--- src/rtl/hyperbus_ctrl.sv ---
// hyperbus_ctrl: HyperBus CA/latency/data/CS# sequencer toward a word-per-clock PHY
module hyperbus_ctrl #(
  parameter int LATENCY     = 6,
  parameter int CSHI_CYCLES = 2,
  parameter int RD_TIMEOUT  = 64
) (
  input  logic        hbus_clk,
  input  logic        hbus_rst,
  input  logic [31:0] hbus_adr_i,
  input  logic [15:0] hbus_dat_i,
  output logic [15:0] hbus_dat_o,
  input  logic        hbus_rrq,
  input  logic        hbus_wrq,
  output logic        hbus_ready,
  output logic        hbus_valid,
  output logic        hbus_busy,
  output logic        hbus_err,
  output logic        phy_cs_n,
  output logic [15:0] phy_dq_o,
  output logic        phy_dq_oe,
  output logic [1:0]  phy_rwds_o,
  output logic        phy_rwds_oe,
  input  logic        phy_rwds_i,
  input  logic [15:0] phy_rdata,
  input  logic        phy_rvalid
);
  localparam int CW = $clog2(2 * LATENCY + CSHI_CYCLES + 4) + 1;
  localparam int TW = $clog2(RD_TIMEOUT + 1) + 1;
  typedef enum logic [2:0] {IDLE, CA, LAT, WDATA, RDATA, CSHI} state_t;
  state_t state, state_n;
  logic [CW-1:0] cnt, lat;
  logic [TW-1:0] tcnt;
  logic [31:0] adr;
  logic [15:0] wdat;
  logic [47:0] ca;
  logic rd, dbl, wpend, tmo;
  assign ca = {rd, 1'b0, 1'b1, adr[31:3], 13'd0, adr[2:0]};
  assign lat = dbl ? CW'(2 * LATENCY) : CW'(LATENCY);
  assign tmo = state == RDATA && hbus_rrq && !phy_rvalid && tcnt == TW'(RD_TIMEOUT - 1);
  assign hbus_ready = state == WDATA && hbus_wrq;
  assign phy_cs_n = state == IDLE || state == CSHI;
  assign phy_rwds_oe = state == WDATA && wpend;
  assign phy_dq_oe = state == CA || phy_rwds_oe;
  assign phy_rwds_o = 2'b00;
  assign phy_dq_o = state == CA ? (cnt == '0 ? ca[47:32] : cnt == CW'(1) ? ca[31:16] : ca[15:0]) :
                    phy_rwds_oe ? wdat : '0;
  always_comb begin
    state_n = state;
    unique case (state)
      IDLE:    state_n = (hbus_rrq || hbus_wrq) ? CA : IDLE;
      CA:      state_n = cnt == CW'(2) ? LAT : CA;
      LAT:     state_n = cnt == lat - CW'(1) ? (rd ? RDATA : WDATA) : LAT;
      WDATA:   state_n = hbus_wrq ? WDATA : CSHI;
      RDATA:   state_n = (!hbus_rrq || tmo) ? CSHI : RDATA;
      CSHI:    state_n = cnt == CW'(CSHI_CYCLES - 1) ? IDLE : CSHI;
      default: state_n = IDLE;
    endcase
  end
  always_ff @(posedge hbus_clk or posedge hbus_rst)
    if (hbus_rst) begin
      state      <= IDLE;
      cnt        <= '0;
      tcnt       <= '0;
      adr        <= '0;
      rd         <= 1'b0;
      dbl        <= 1'b0;
      wpend      <= 1'b0;
      wdat       <= '0;
      hbus_dat_o <= '0;
      hbus_valid <= 1'b0;
      hbus_busy  <= 1'b0;
      hbus_err   <= 1'b0;
    end else begin
      state      <= state_n;
      cnt        <= state_n != state ? '0 : (&cnt ? cnt : cnt + 1'b1);
      tcnt       <= (state != RDATA || phy_rvalid) ? '0 : (&tcnt ? tcnt : tcnt + 1'b1);
      if (state == IDLE && (hbus_rrq || hbus_wrq)) begin
        adr <= hbus_adr_i;
        rd  <= hbus_rrq;
      end
      if (state == CA && cnt == CW'(1)) dbl <= phy_rwds_i;
      wpend      <= hbus_ready;
      if (hbus_ready) wdat <= hbus_dat_i;
      if (state == RDATA && phy_rvalid) hbus_dat_o <= phy_rdata;
      hbus_valid <= state == RDATA && state_n == RDATA && phy_rvalid;
      hbus_busy  <= state_n != IDLE;
      hbus_err   <= tmo;
    end
endmodule

--- config.mk ---
export PLATFORM = sky130hd
export DESIGN_NAME = hyperbus_ctrl
export DESIGN_NICKNAME = d
export VERILOG_FILES = /design/src/rtl/hyperbus_ctrl.sv
export SDC_FILE = /design/constraint.sdc
export NUM_CORES = 1
export LEC_CHECK = 0
export ABC_AREA = 1
export CORE_MARGIN = 2
export CORE_UTILIZATION = 45
export DETAILED_ROUTE_END_ITERATION = 6
export MAX_ROUTING_LAYER = met4
export PLACE_DENSITY = 0.84
export SETUP_SLACK_MARGIN = 0.1
export SLEW_MARGIN = 25
export SYNTH_ARGS = -nofsm -noshare
export SYNTH_HDL_FRONTEND = slang
export SYNTH_SLANG_ARGS = --single-unit
--- constraint.sdc ---
create_clock -name hbus_clk -period 4.05 [get_ports hbus_clk]
set_clock_uncertainty 0.15 [all_clocks]
set_input_delay 0.81 -clock hbus_clk [delete_from_list [all_inputs] [get_ports hbus_clk]]
set_output_delay 0.81 -clock hbus_clk [all_outputs]
set_load 0.05 [all_outputs]
==> results.ini <==
[placed_design]
pre_cts_ws_ns = 0.526
place_congestion = 0.931
place_area_sq_mm = 0.00531
hpwlAfterDp_mm = 7.64
post-place-cells = 668
numPortBuffers = 108

[yosys]
synthMostInstantiatedCell = nand2_1
yosys.area.top_type_share_pct = 52.8
synth_xor_xnor_area_share_pct = 0.637
synth-simple-area-share_pct = 24.5
synth-compound-area-share_pct = 10.1
synth.avg_cell_area_sq_um = 8.97
ys_ff_latch = 87
synth_area_leaders = dfrtp_1 (53%), nand2_1 (13%), o21ai_0 (4.7%), inv_1 (3.5%), mux2_1 (2.5%)
ys_seq_area_share_pct = 52.8
synth_cells = 460
synth_top_flop_cell = dfrtp_1
synth_top_family_by_area = simple AND/OR/NAND/NOR gates
yosysWarnings = 0
synth_edf_count = 0
synth_mux_area_share_pct = 4.37
synthesis.area_sq_mm = 0.00412
synth_fa_ha_area_share_pct = 1.52
synth_area_leader_cell = dfrtp_1
synth_common_cells = nand2_1 (143), dfrtp_1 (87), inv_1 (39), o21ai_0 (39), nor2_1 (19)
ys_async_sr_fraction_pct = 100
yosysUniqueCellTypes = 39

[floorplanning]
start_util_pct = 46.8
die_h_um = 99.7
core_sq_mm = 0.00881
die_w_um = 99.7
ioPinCount = 111
placementRows = 34
fp.dieArea_sq_mm = 0.00995

[cts]
numClockSinks = 87
ctsHoldBuffers = 0
clockBufferDepth = 2
cts_tree = yes
clkTransAtPathRegs_ns = 0.08
cts_root_buf = clkbuf_8
insertion_delay_ns = 0.35
cts_buffers = 9
cts_max_level = 3

[routing]
drc_errors = 0
drt_iter0_markers = 180
routed_wl_mm = 10.4
via_per_inst = 5.20
vias = 3559
ant_nets = 0
dr.pass1.iters = 5
wl_per_cell_um = 15.2

[timing]
rsz0062_at_grt = false
final-max-slew-violation-count = 0
totalNegativeSetupSlack_ns = 0
finalSetupViolations = 0
fmax_mhz = 265
finalHoldViolCount = 0
finalCriticalPeriod_ns = 3.78
relSlewSlack_pct = 48.5
worst_slew_pin_slew_ns = 0.772
fin_crit_sh_pct = 93.2
finalWorstSetupSlack_ns = 0.274
holdWs_ns = 0.331

[global_route]
grt-ovfl-total = 0
track_usage_pct = 22.7
grt_pass1_vias = 3599
antenna_found_initial = 0
grt_max_degree = 56
grt_pass1_wl_mm = 17.2

[power]
comb_power_share_pct = 53.7
peakVddDrop_mv = 0.608
clkPwrFrac_pct = 13.6
p_int_mw = 2.23
finalPower_mw = 4.30
power_switching_mw = 2.06
seqPwrFrac_pct = 32.7
power_density_mw_per_mm2 = 777
switching_share_pct = 48.0
p_leak_nw = 2.75

[final_layout]
fillCellCount = 702
regArea_sq_mm = 0.00218
n_antenna_cell = 0
final_core_utilization_pct = 62.8
design_area_sq_mm = 0.00553
layout.nets = 646
final_cells = 684
multi_input_area_sq_mm = 0.00170
area_growth_pct = 34.1
drive_gt1_share_pct = 11.8

[setup_path]
critPathRequiredTime_ns = 3.09
path_class = flop to primary output
crit_start = cnt[0]
path_max_fanout = 8
start_kind = flop
arrival_ns = 2.82
r2r-start = state[1]
crit_path_end_kind = primary output

[outcome]
status = finished, final reports clean

[min_path]
worst_hold_path_type = flop to flop
min_from = wdat[7]

[run]
drv_cap = 0

worst paths after layout:
check,slack (ns),endpoint,cells after the start
max,0.27,phy_dq_o[12],7
min,0.33,wdat[7],2
max reg2reg,1.84,adr[9],4
min reg2reg,0.33,wdat[7],2
max in group asynchronous,2.28,hbus_dat_o[14],3
min in group asynchronous,0.68,hbus_dat_o[10],2
sequential cells by signal (all words and copies together) (netlist names):
name        flops
tcnt            8
state           3
hbus_dat_o     16
wpend           1
cnt             6
rd              1
hbus_busy       1
dbl             1
wdat           16
adr            32
hbus_valid      1
hbus_err        1
logic make-up (layout without fill, tap and decap cells):
kind of cell | after synthesis | count (layout)
flops | 87 | 87
mux | 16 | 16
fa+ha+maj | 5 | 5
compound gates | 74 | 74
xor+xnor | 3 | 3
buf+inv | 62 | 177
simple gates | 212 | 212
other cells | 1 | 2
critical path: stages (launching register included):
cell and delay [ns]:
dfrtp_1 0.46, inv_1 0.14, ha_1 0.16, nand3_1 0.35, nor2_4 0.35, nand2_1 0.08, o211ai_1 0.08, clkdlybuf4s50_1 0.84
timing repair:
item / in CTS / in global routing
gates resized for setup: 0 / 13
endpoints found under the setup margin: 0 / 13
endpoints found under the hold margin: 0 / 0
buffers inserted: 0 / 0
power groups by stage:
stage	combinational [mW]	clock (mW)	sequential [mW]
final	2.31	0.583	1.40
after global routing	2.50	0.638	1.44
after CTS	2.33	0.599	1.40
after detailed placement	2.31	0	1.41
after global placement	2.26	0	1.40
after floorplan	1.36	0	1.62
metal layers:
layer	global-route usage [%]	share of wire, %
met5	-	0
met4	7.38	2.3
met3	4.99	5.0
met2	36.3	51
met1	29.0	41
area by class of cell:
type	instances	area share, %
Timing Repair Buffer	111	20.5
Tap cell	108	2.44
Inverter	50	3.42
Clock inverter	5	1.06
Clock buffer	11	2.38
Sequential cell	87	39.4
Multi-Input combinational cell	312	30.8
cells in the final DEF, fill, tap and decap left out, types with 2 or more instances in the layout:
| master | instances |
|---|---|
| o21ai_0 | 39 |
| inv_1 | 38 |
| nor2_1 | 19 |
| nor3_2 | 3 |
| clkinv_2 | 2 |
| clkbuf_1 | 2 |
| a31oi_1 | 2 |
| o21ai_1 | 8 |
| a21oi_1 | 12 |
| ha_1 | 5 |
| o221ai_1 | 5 |
| conb_1 | 2 |
| clkinvlp_4 | 2 |
| dfrtp_1 | 87 |
| nor4_1 | 2 |
| nor2_2 | 9 |
| nand2_1 | 143 |
| nand2_4 | 5 |
| clkdlybuf4s50_1 | 95 |
| nand2_2 | 3 |
| clkbuf_8 | 9 |
| nand3_1 | 12 |
| a22oi_1 | 2 |
| nand3_2 | 4 |
| dlymetal6s2s_1 | 13 |
| nor2_4 | 6 |
| mux2_2 | 7 |
| nor3_1 | 2 |
| nand4_1 | 2 |
| xor2_1 | 2 |
| mux2_1 | 9 |
| buf_4 | 3 |
| o211ai_1 | 3 |
| inv_2 | 10 |
No activity file was read; power rests on OpenSTA's default activity.
